`config.mk`:
```
export PLATFORM = sky130hd
export DESIGN_NAME = mem_slave
export DESIGN_NICKNAME = d
export VERILOG_FILES = /design/src/rtl/mem_slave.sv
export SDC_FILE = /design/constraint.sdc
export NUM_CORES = 1
export LEC_CHECK = 0
export ABC_AREA = 1
export CAP_MARGIN = 10
export CORE_MARGIN = 4
export CORE_UTILIZATION = 45
export CTS_CLUSTER_DIAMETER = 150
export DETAILED_ROUTE_END_ITERATION = 8
export HOLD_SLACK_MARGIN = 0.1
export SETUP_SLACK_MARGIN = 0.1
export SLEW_MARGIN = 20
export SYNTH_ARGS = -nofsm -noshare
export SYNTH_HDL_FRONTEND = slang
export SYNTH_SLANG_ARGS = --single-unit
```
`constraint.sdc`:
```
create_clock -name clk -period 2.4 [get_ports clk]
set_input_delay 0.48 -clock clk [delete_from_list [all_inputs] [get_ports clk]]
set_output_delay 0.48 -clock clk [all_outputs]
set_load 0.05 [all_outputs]
```
`src/rtl/mem_slave.sv`:
```
// mem_slave: single-port word memory with a post-reset clear sweep.
// After reset the FSM sits in INIT for DEPTH cycles writing zeros to every
// location (busy=1, requests ignored), then moves to IDLE and serves
// one-cycle-latency reads and same-edge writes. Asserting read and write
// together in IDLE is rejected with a one-cycle error pulse.
// Optional feature macro: MEM_SLAVE_PARITY_EN adds a stored even-parity bit
// per word, an inj_par input to corrupt it on write, and a parity_err pulse.
module mem_slave #(
  parameter int ADDR_W = 5,
  parameter int DATA_W = 8
) (
  input  logic              clk,
  input  logic              rst,
  input  logic              read,
  input  logic              write,
  input  logic [ADDR_W-1:0] addr,
  input  logic [DATA_W-1:0] data_in,
`ifdef MEM_SLAVE_PARITY_EN
  input  logic              inj_par,
  output logic              parity_err,
`endif
  output logic [DATA_W-1:0] data_out,
  output logic              rdata_valid,
  output logic              busy,
  output logic              error
);
  localparam int DEPTH = 1 << ADDR_W;

  typedef enum logic {INIT, IDLE} state_t;

  state_t            state, state_nx;
  logic [ADDR_W-1:0] cnt, cnt_nx;
  logic [DATA_W-1:0] mem [DEPTH];
  logic              rd, wr, bad;

  // Requests only count in IDLE; read+write together is illegal.
  assign rd  = (state == IDLE) && read && !write;
  assign wr  = (state == IDLE) && write && !read;
  assign bad = (state == IDLE) && read && write;

  // State and sweep counter; reset restarts the sweep at location 0.
  always_ff @(posedge clk or posedge rst) begin
    if (rst) begin
      state <= INIT;
      cnt   <= '0;
    end else begin
      state <= state_nx;
      cnt   <= cnt_nx;
    end
  end

  // Next-state: walk the counter through every location, then go IDLE.
  always_comb begin
    state_nx = state;
    cnt_nx   = cnt;
    busy     = 1'b0;
    case (state)
      INIT: begin
        busy   = 1'b1;
        cnt_nx = cnt + 1'b1;
        if (cnt == ADDR_W'(DEPTH - 1)) state_nx = IDLE;
      end
      default: ;
    endcase
  end

  // Storage is not reset: it only becomes zero as the sweep visits it.
  always_ff @(posedge clk) begin
    if (!rst) begin
      if (state == INIT) mem[cnt] <= '0;
      else if (wr)       mem[addr] <= data_in;
    end
  end

  // Registered read data, valid and error pulses.
  always_ff @(posedge clk or posedge rst) begin
    if (rst) begin
      data_out    <= '0;
      rdata_valid <= 1'b0;
      error       <= 1'b0;
    end else begin
      rdata_valid <= rd;
      error       <= bad;
      if (rd) data_out <= mem[addr];
    end
  end

`ifdef MEM_SLAVE_PARITY_EN
  logic par_mem [DEPTH];

  // Parity store: even parity of the written word, optionally inverted.
  always_ff @(posedge clk) begin
    if (!rst) begin
      if (state == INIT) par_mem[cnt] <= 1'b0;
      else if (wr)       par_mem[addr] <= (^data_in) ^ inj_par;
    end
  end

  // Parity check travels alongside rdata_valid; data is still delivered.
  always_ff @(posedge clk or posedge rst) begin
    if (rst) parity_err <= 1'b0;
    else     parity_err <= rd && ((^mem[addr]) != par_mem[addr]);
  end
`endif

endmodule
```
==> flow_summary.json <==
{
  "gp_congestion": 0.887,
  "start_util_pct": 45.8,
  "ant_nets": 0,
  "die_area_mm2": 0.0274,
  "cts_hold_buffers": 0,
  "final_net_count": 1086,
  "dp.cells": 1360,
  "grt_pass1_wl_um": 42500,
  "synthToLayoutAreaGrowth_pct": 17.8,
  "total_power_mw": 9.86,
  "power-per-cell-area_mw_per_mm2": 748,
  "cts_setup_buffers": 0,
  "layoutNonFillerInstCount": 1411,
  "dpl.hpwl_um": 16900,
  "drive_gt1_share_pct": 12.2,
  "cp_cell_sequence": "clkdlybuf4s50_1",
  "cp_num_cells": 1,
  "design.portCount": 28,
  "cp.required_ns": 1.92,
  "peakVddDrop_v": 0.000549,
  "cts_tree": "done",
  "wl_per_cell_um": 19.4,
  "cpMaxStageDelayCell": "clkdlybuf4s50_1",
  "cpPeakStageDelay_ns": 0.83,
  "crit_type": "flip-flop to primary output",
  "diodes": 0,
  "drc": 0,
  "grt_setup_unrepaired": "no",
  "regArea_mm2": 0.00809,
  "wl_um": 27400,
  "crit_arrival_ns": 1.74,
  "yosysSeqAreaShare_pct": 72.4,
  "fin_area_mm2": 0.0132,
  "core_region_area_mm2": 0.0244,
  "vias_per_cell": 5.24,
  "place_area_mm2": 0.0123,
  "startpoint": "data_out[7]",
  "cts.repair.resized": 0,
  "syn-num-nets": 1007,
  "postSynthCellCount": 988,
  "r2r_start": "state",
  "synthTopCellsByArea": "edfxtp_1, nand2_1, nand3_1",
  "path_clk_slew_ns": 0.07,
  "ys_ff_latch": 272,
  "fill_cells": 2106,
  "drtPass1Iterations": 5,
  "crit_path_end_kind": "primary output",
  "crit_path_start_kind": "flip-flop",
  "path_delay_family": "buffers and inverters",
  "clock-sinks": 272,
  "hold_viol": 0,
  "drtIter0Drc": 875,
  "die_x_um": 166,
  "syn_avg_cell_area_um2": 11.3,
  "drv_slew": 0,
  "setup_viol": 0,
  "grt_pass1_vias": 7104,
  "dp_slack_ns": -0.161,
  "utilization_pct": 54.0,
  "grt_max_degree": 63,
  "maxCapViolations": 0,
  "via_count": 7387,
  "h-tree-depth": 1,
  "cts_root_buf": "clkbuf_16",
  "fin_skew_ns": 0.0227,
  "clk_latency_ns": 0.54,
  "multi_input_area_mm2": 0.00277,
  "ys.warnings.count": 0,
  "grt_overflow": 0,
  "status": "finished, final reports clean",
  "setup_ws_ns": 0.179,
  "p_leak_nw": 5.25,
  "crit-reg2reg-capture": "mem[19][3]",
  "finalCriticalPeriod_ns": 2.22,
  "clockBufferDepth": 3,
  "reg2reg_depth": 9,
  "rows": 57,
  "grt_antenna_before_repair": 0,
  "die_h_um": 166,
  "fin_crit_sh_pct": 92.6,
  "io_buffers": 27,
  "cts_buffers": 29,
  "rrSetupSlack_ns": 0.43,
  "grtUsageTotal_pct": 19.8,
  "worstPathMaxFanout": 2,
  "final_common_cell": "nand2_1",
  "worst_pin_slew_ns": 0.540,
  "most-common-layout-cells": "nand2_1, edfxtp_1, nand3_1",
  "syn_area_mm2": 0.0112,
  "crit_end": "data_out[7]",
  "min_path_type": "input pin to asynchronous set/reset pin",
  "fmax_mhz": 450,
  "relSlewSlack_pct": 63.9,
  "yosysUniqueCellTypes": 22,
  "yosysTopAreaCell": "edfxtp_1",
  "cp_num_buf_inv": 1,
  "netlist.area_leader.share_pct": 68.8
}
## sequential cells by signal, summed over array words and instances (netlist names)
signal / count
mem: 256
error: 1
rdata_valid: 1
data_out: 8
cnt: 5
state: 1
## tightest hold or removal path: stages
cell and delay (ns):
clkdlybuf4s50_1 0.46, clkinvlp_4 0.11, buf_4 0.24
## logic make-up (layout without fill, tap and decap cells)
group           after synthesis  count (layout)  synth area share [%]
buf+inv                      80             179                  3.07
xor+xnor                      3               3                 0.235
simple gates                623             623                  23.7
flops                       272             272                  72.4
fa+ha+maj                     2               2                 0.224
compound gates                8               8                 0.392
## per-layer routing
layer | up-vias | wire [um] | track usage [%]
li1 | 3574 | - | -
met1 | 3511 | 12400 | 29.8
met2 | 257 | 12500 | 30.9
met3 | 45 | 1860 | 2.60
met4 | 0 | 629 | 4.84
met5 | - | 0 | 0
## power breakdown
| part | total (mW) | switching [mW] | internal, mW |
|---|---|---|---|
| logic | 0.654 | 0.455 | 0.199 |
| registers | 5.19 | 0.0145 | 5.17 |
| clock network | 4.01 | 1.77 | 2.25 |
## cell type report
| cell class | count | share of cell area (%) |
|---|---|---|
| multi-input cells | 636 | 21.0 |
| clock buffers | 35 | 5.76 |
| repair buffers | 101 | 7.24 |
| well taps | 324 | 3.08 |
| inverters | 27 | 0.808 |
| clock inverters | 16 | 0.694 |
| flip-flops and latches | 272 | 61.4 |
## through the flow
stage,hold slack (ns),TNS (ns)
5_1_grt,0.407,0
3_5_place_dp,0.472,-32.64
4_1_cts,0.376,0
6_report,0.379,0
2_1_floorplan,0.322,0
3_3_place_gp,0.471,-22.79
## worst min-delay path by stage
stage / from / end / slack (ns)
2_1_floorplan: rst / cnt[0] / 0.32
3_3_place_gp: data_out[1] / data_out[1] / 0.47
3_5_place_dp: data_out[3] / data_out[3] / 0.47
4_1_cts: rst / error / 0.38
5_1_grt: rst / rdata_valid / 0.41
6_report: rst / rdata_valid / 0.38
## synthesized netlist by cell type, drive strengths merged
master,number
nand2,353
edfxtp,256
nand3,220
nor2,45
buf,43
inv,26
dfrtp,16
clkbuf,10
o21ai,8
ha,2
nand4,2
xor2,2
and3,1
clkinv,1
nor3,1
or2,1
xnor2,1
No activity file was read; power rests on OpenSTA's default activity.
